**config.mk**
```make
export PLATFORM = sky130hd
export DESIGN_NAME = conway_board_scanner
export DESIGN_NICKNAME = d
export VERILOG_FILES = /design/src/rtl/conway_board_scanner.sv
export SDC_FILE = /design/constraint.sdc
export NUM_CORES = 1
export LEC_CHECK = 0
export BUFFER_PORTS_ARGS = -buffer_cell sky130_fd_sc_hd__buf_2
export CAP_MARGIN = 15
export CORE_MARGIN = 1.5
export CORE_UTILIZATION = 26
export DETAILED_ROUTE_END_ITERATION = 12
export PLACE_DENSITY_LB_ADDON = 0.12
export SYNTH_ARGS = -nofsm -noshare
export SYNTH_HDL_FRONTEND = slang
export SYNTH_SLANG_ARGS = --single-unit
```
**constraint.sdc**
```tcl
create_clock -name clk -period 4.3 [get_ports clk]
set_input_delay 0.86 -clock clk [delete_from_list [all_inputs] [get_ports clk]]
set_output_delay 0.86 -clock clk [all_outputs]
set_load 0.03 [all_outputs]
```
**src/rtl/conway_board_scanner.sv**
```systemverilog
// conway_board_scanner
// --------------------
// Sequencer at the output end of the conway_cell array. On start it snapshots
// the board state, raster-scans the snapshot out as a 1-bit pixel stream
// (FRAMES_PER_STEP full frames) over a valid/ready handshake, then issues a
// single-cycle ena strobe so every cell advances one generation. A settle
// cycle follows so cells_q reflects the new generation before the next
// snapshot can be taken.
//
// Ports
//   clk        in   system clock, all logic on posedge
//   rst        in   synchronous active-high reset
//   cells_q    in   board state, cell (r,c) at bit r*COLS+c
//   run        in   level, free-running generation stepping
//   step_req   in   pulse, request exactly one generation (held if busy)
//   ena        out  one-cycle generation-advance strobe
//   pix_valid  out  pixel stream valid
//   pix_ready  in   downstream accepts pixel
//   pix_data   out  cell state of current pixel
//   pix_row    out  row index of current pixel
//   pix_col    out  column index of current pixel
//   pix_last   out  current pixel is the last of a frame
//   busy       out  high whenever the sequencer is not idle
//   gen_count  out  generations stepped since reset (wraps silently)
module conway_board_scanner #(
    parameter int ROWS            = 8,
    parameter int COLS            = 8,
    parameter int FRAMES_PER_STEP = 1,
    parameter int GEN_W           = 16
) (
    input  logic                    clk,
    input  logic                    rst,
    input  logic [ROWS*COLS-1:0]    cells_q,
    input  logic                    run,
    input  logic                    step_req,
    output logic                    ena,
    output logic                    pix_valid,
    input  logic                    pix_ready,
    output logic                    pix_data,
    output logic [$clog2(ROWS)-1:0] pix_row,
    output logic [$clog2(COLS)-1:0] pix_col,
    output logic                    pix_last,
    output logic                    busy,
    output logic [GEN_W-1:0]        gen_count
);

    localparam int N  = ROWS * COLS;
    localparam int RW = $clog2(ROWS);
    localparam int CW = $clog2(COLS);
    localparam int IW = (N > 1) ? $clog2(N) : 1;
    localparam int FW = (FRAMES_PER_STEP > 1) ? $clog2(FRAMES_PER_STEP) : 1;

    typedef enum logic [1:0] {
        S_IDLE,
        S_SCAN,
        S_STEP,
        S_SETTLE
    } state_t;

    state_t          r_state;
    logic [N-1:0]    r_snap;
    logic [RW-1:0]   r_row;
    logic [CW-1:0]   r_col;
    logic [FW-1:0]   r_frame;
    logic            r_pend;
    logic            r_valid;
    logic            r_data;
    logic            r_last;
    logic            r_ena;
    logic            r_busy;
    logic [GEN_W-1:0] r_gen;

    logic            w_col_end;
    logic            w_frame_end;
    logic [RW-1:0]   w_nxt_row;
    logic [CW-1:0]   w_nxt_col;
    logic [IW-1:0]   w_nxt_idx;
    logic            w_nxt_last;
    logic            w_hs;
    logic            w_go;

    // Next raster position. Only meaningful when the current pixel is not the
    // frame's last one; the frame wrap is handled explicitly in the FSM.
    always_comb begin
        w_col_end   = (r_col == CW'(COLS - 1));
        w_frame_end = w_col_end && (r_row == RW'(ROWS - 1));
        w_nxt_col   = w_col_end ? '0 : r_col + 1'b1;
        w_nxt_row   = w_col_end ? r_row + 1'b1 : r_row;
        w_nxt_idx   = IW'(w_nxt_row) * IW'(COLS) + IW'(w_nxt_col);
        w_nxt_last  = (w_nxt_row == RW'(ROWS - 1)) && (w_nxt_col == CW'(COLS - 1));
        w_hs        = r_valid && pix_ready;
        w_go        = run || r_pend || step_req;
    end

    always_ff @(posedge clk) begin
        if (rst) begin
            r_state <= S_IDLE;
            r_snap  <= '0;
            r_row   <= '0;
            r_col   <= '0;
            r_frame <= '0;
            r_pend  <= 1'b0;
            r_valid <= 1'b0;
            r_data  <= 1'b0;
            r_last  <= 1'b0;
            r_ena   <= 1'b0;
            r_busy  <= 1'b0;
            r_gen   <= '0;
        end else begin
            // A request seen in any state is remembered; the IDLE->SCAN
            // transition below overrides this to consume it.
            if (step_req) begin
                r_pend <= 1'b1;
            end
            r_ena <= 1'b0;

            case (r_state)
                S_IDLE: begin
                    if (w_go) begin
                        r_state <= S_SCAN;
                        r_snap  <= cells_q;
                        r_row   <= '0;
                        r_col   <= '0;
                        r_frame <= '0;
                        r_pend  <= 1'b0;
                        r_valid <= 1'b1;
                        r_data  <= cells_q[0];
                        r_last  <= (N == 1);
                        r_busy  <= 1'b1;
                    end
                end

                S_SCAN: begin
                    // Without a handshake every pix_* register simply holds.
                    if (w_hs) begin
                        if (w_frame_end) begin
                            r_row <= '0;
                            r_col <= '0;
                            if (r_frame == FW'(FRAMES_PER_STEP - 1)) begin
                                r_state <= S_STEP;
                                r_valid <= 1'b0;
                                r_data  <= 1'b0;
                                r_last  <= 1'b0;
                                r_ena   <= 1'b1;
                            end else begin
                                r_frame <= r_frame + 1'b1;
                                r_data  <= r_snap[0];
                                r_last  <= (N == 1);
                            end
                        end else begin
                            r_row  <= w_nxt_row;
                            r_col  <= w_nxt_col;
                            r_data <= r_snap[w_nxt_idx];
                            r_last <= w_nxt_last;
                        end
                    end
                end

                S_STEP: begin
                    r_gen   <= r_gen + 1'b1;
                    r_state <= S_SETTLE;
                end

                S_SETTLE: begin
                    r_state <= S_IDLE;
                    r_busy  <= 1'b0;
                end

                default: begin
                    r_state <= S_IDLE;
                    r_busy  <= 1'b0;
                end
            endcase
        end
    end

    assign ena       = r_ena;
    assign pix_valid = r_valid;
    assign pix_data  = r_data;
    assign pix_row   = r_row;
    assign pix_col   = r_col;
    assign pix_last  = r_last;
    assign busy      = r_busy;
    assign gen_count = r_gen;

endmodule

```
; Word-level counts from Yosys, hierarchy flattened
; Cells that the tools add are included.
; Widths: inputs -> output; s select.
[word_totals]
reg_bits = 95
latchBits = 0
ram_bits = 0
mem_bits_ro = 0
memories = 0
[classes]
n_addsub = 5
multipliers = 0
n_div = 0
order_cmp = 1
n_eq_ne = 11
shifts = 0
muxes = 39
bitwise_logic = 3
reduce_logical = 15
[op_table]
columns = op, count
row1 = $mux 3, 7
row2 = $mux 1, 19
row3 = $add 16x1->16 const B, 1
row4 = $eq 3x3->1 const B, 4
row5 = $pmux 3 s2, 2
row6 = $pmux 1 s2, 5
row7 = $mux 2, 4
row8 = $ne 2x2->1 const B, 4
row9 = $pmux 2 s4, 1
row10 = $reduce_and 4->1, 2
row11 = $lt 6x7->1 const B, 1
row12 = $add 3x1->3 const B, 2
row13 = $add 6x3->6, 1
row14 = $bmux 1 s6, 1
row15 = $reduce_and 5->1, 1
row16 = $eq 2x2->1 const B, 2
row17 = $reduce_and 2->1, 2
row18 = $reduce_bool 2->1, 2
row19 = $reduce_or 4->1, 1
row20 = $logic_and 1x1->1, 3
row21 = $not 1->1, 3
row22 = $reduce_and 3->1, 1
row23 = $eq 2x1->1 const B, 1
row24 = $logic_not 2->1, 1
row25 = other kinds (2), 3

; Depth between registers and ports, before layout
[depth]
word_depth = 8
ltp_mapped = 10
depth_no_buf = 8

; Worst setup path after synthesis
; OpenSTA, ideal clock, no wires.
[synth_timing]
path_kind = flip-flop to flip-flop
start = register r_col[0], in the netlist pix_col[0]
end = register r_data, in the netlist pix_data
setup_ns = 0.136
arrival_ns = 2.126
required_time_ns = 4.164
setup_slack_ns = 2.038
stages_incl_launch_ff = 8
path_buffers = 0
period_less_slack_ns = 2.262
path_cell_list = dfxtp_1 ha_1 ha_1 mux4_2 a2111oi_0 a41oi_1 o22ai_1 o32ai_1
[synth_via]
elab_chain_cells = 8
word_cells_on_any_way = 11
[synth_lines]
columns = item, line_no
row1 = "start, declared", 63  ; logic [CW-1:0] r_col;
row2 = "start signal, assigned", 152  ; r_col <= w_nxt_col;
row3 = $add 3x1->3 or $eq 3x3->1 (tied branches), "87, 85"
row4 = "$mux 3, on equally long branches", "87, 88"
row5 = $add 6x3->6, 89  ; w_nxt_idx = IW'(w_nxt_row) * IW'(COLS) + IW'(w_nxt_col);
row6 = $bmux 1 s6, 153  ; r_data <= r_snap[w_nxt_idx];
row7 = $mux 1 (not written as such), 153
row8 = $mux 1 (*), 136  ; if (w_frame_end) begin
row9 = $mux 1 (*), 135  ; if (w_hs) begin
row10 = $pmux 1 s2 (*), 117  ; case (r_state)
row11 = "end signal, assigned", 127  ; r_data <= cells_q[0];
row12 = "end signal, assigned", 147  ; r_data <= r_snap[0];
row13 = "end signal, assigned", 153
row14 = "end, declared", 67  ; logic r_data;
; Every way passes the cells marked *; elsewhere a longest branch is shown, timed or not. The select of a mux whose other input is x is not followed.
; A chain may end at the register's enable or synchronous reset.

; Worst setup path in the final report
[layout_timing]
start = register r_col[1], in the netlist pix_col[1]
end = register r_data, in the netlist pix_data
; The elaborated chain is that of the path after synthesis.

==> impl_metrics.ini <==
[power_and_ir_drop]
power.leakage_nw = 2.17
peakVddDrop_uv = 237
power_density_mw_per_mm2 = 522

[critical_path]
crit_slowest_cell = ha_1
arrival_ns = 2.87
cp_max_fo = 14
rr_worst_depth = 8
cp.required_ns = 4.49
slowest_delay_ns = 0.76
crit_type = flop to flop
startpoint_type = flop
crit_path_cell_trace = ha_1, buf_4, inv_2, nor4b_1, a21oi_1, a311o_1, o2111ai_1, o32ai_1
end_kind = flop
path_buf_inv = 2
cp.depth = 8
cp_top_family = compound AO/OA/AOI/OAI gates

[clocking]
clk_pin_slew_ns = 0.06
clkLatencyLatePin_ns = 0.35
cts_setup_buffers = 0
clkSinkCount = 94
ctsLongestPathBuffers = 2
cts-root-buf = clkbuf_16
cts_buffers = 9
ctsResizeCount = 0
cts_hold_buf = 0
htreeDepth = 3
cts_tree = built

[route]
drtPass1Iterations = 4
wl_um = 12200
vias = 3912
drt_iter0_markers = 181
ant_nets = 0
viasPerCell = 4.65
wire_per_inst_um = 14.5
drc_errors = 0

[layout]
syn_to_final_growth_pct = 21.4
final_common_cell = nand2_1
final_cell_area_mm2 = 0.00530
layout-drive-gt1-share_pct = 21.7
antenna_cells = 0
layout_common_cells = nand2_1, buf_2, dfxtp_1, a21oi_1, nor2_1
nets = 695

[global_routing]
antenna_found_initial = 0
grt.total_usage_pct = 14.5
grt_pass1_vias = 3868
overflow = 0
grt_max_degree = 56
grt_pass1_wl_um = 20200

[run_status]
status = complete, no violations

[logic_synthesis]
synth_area_leaders = dfxtp_1, nand2_1, a21oi_1
syn_area_mm2 = 0.00437
ys_seq_area_share_pct = 43.1
synth_fp_nets = 618
ys.flop_type = dfxtp_1
synth_top_area_share_pct = 43.1
synth_edf_count = 0
async_flop_share_pct = 0
synth_cell_types = 53
synth-seq-cells = 94
synth.yosys.warnings = 0
synthCells = 539
syn_avg_cell_area_um2 = 8.10
yosys.area.top_type = dfxtp_1

[die]
die-area_mm2 = 0.0176
start_util_pct = 26.4
fp.dieH_um = 133
ios = 96
die_w_um = 133
fp-row-count = 47
coreArea_mm2 = 0.0165

[flow_run]
max_cap_violations = 0

[sta]
max_freq_ghz = 0.373
drv_slew = 0
setup-tns-final_ns = 0
worstMarginPinSlew_ns = 0.824
min_period_over_period_pct = 62.3
hold_viol = 0
period_needed_ns = 2.68
setup_viol = 0
rsz0062_at_grt = false
slew_headroom_pct = 45.0
finClkSkew_ns = 0.00507

[placed_design]
placedInstanceArea_mm2 = 0.00501
gp_congestion = 0.759
port_buffers = 95
dp_hpwl_um = 8810

[worst_hold_path]
hp-class = flop to flop
min_path_cells = 2
==> cell usage after synthesis (all sizes together), types with 2 or more instances <==
cell,n
a2111oi,2
a22oi,5
and3,6
o21ai,11
xnor2,2
clkbuf,24
nand2,151
nand3b,3
inv,7
a211oi,4
mux4,9
nor2b,4
dfxtp,94
nand3,5
nor3b,4
a21oi,77
a31oi,4
mux2,2
nand2b,2
nand4,5
or3,4
o211ai,3
ha,10
nor2,35
mux2i,9
nor4b,3
buf,14
xor2,10
o2111ai,3
nor3,11
==> final timing paths <==
kind	from	end	slack, ns
worst max-delay path	pix_col[1]	pix_data	1.62
worst min-delay path	r_snap[60]	r_snap[60]	0.46
worst max register to register	pix_col[1]	pix_data	1.62
worst min register to register	r_snap[60]	r_snap[60]	0.46
==> worst min-delay path: cells and delay by family, from the launching register on <==
| kind | cells | cell delay [ns] |
|---|---|---|
| AO/OA/AOI/OAI | 1 | 0.05 |
| flip-flops | 1 | 0.31 |
| AND/OR/NAND/NOR | 1 | 0.05 |
==> metal layers <==
metal	vias to the layer above	GRT usage, %	share of wire [%]
met5	-	0	0
met2	64	23.7	46
met1	1830	19.2	49
li1	2007	-	-
met3	11	3.18	3.6
met4	0	4.21	1.3
==> cell type report <==
cell class	count	area (µm²)
clock buffer	10	229
timing repair buffer	104	543
multi-input combinational	400	2290
fill	1819	11200
tap	220	275
clock inverter	6	61.3
sequential	94	1880
inverter	7	26.3
==> where the power goes <==
part	switching (mW)	internal [mW]	total, mW
logic	0.539	0.297	0.836
registers	0.103	1.03	1.14
clock network	0.348	0.450	0.798
total	0.989	1.78	2.77
==> logic make-up after synthesis <==
logic type	after synthesis	synth area share, %
buffers and inverters	45	4.78
and+or+nand+nor	238	23.7
AOI/OAI and AO/OA	120	15.9
DFF	94	43.1
adders and majority gates	10	2.86
muxes	20	7.22
xor gates and xnor gates	12	2.41
==> stage by stage <==
step | util [%] | setup WS (ns) | std cells | hold slack [ns] | total power [mW]
floorplan | - | 2.04 | 539 | 0.431 | 1.76
global placement | 30.3 | 1.67 | 825 | 0.443 | 2.01
detailed placement | 30.3 | 1.61 | 825 | 0.448 | 2.02
CTS | 32.1 | 1.60 | 841 | 0.459 | 2.83
global route | 32.1 | 1.37 | 841 | 0.469 | 2.99
finish | 32.1 | 1.62 | 841 | 0.456 | 2.77
==> sequential cells by signal, indices dropped and copies added (netlist names) <==
| register | count |
|---|---|
| ena | 1 |
| pix_data | 1 |
| pix_last | 1 |
| r_state | 2 |
| gen_count | 16 |
| r_snap | 64 |
| r_pend | 1 |
| busy | 1 |
| pix_valid | 1 |
| pix_col | 3 |
| pix_row | 3 |
No activity file was read; power rests on OpenSTA's default activity.
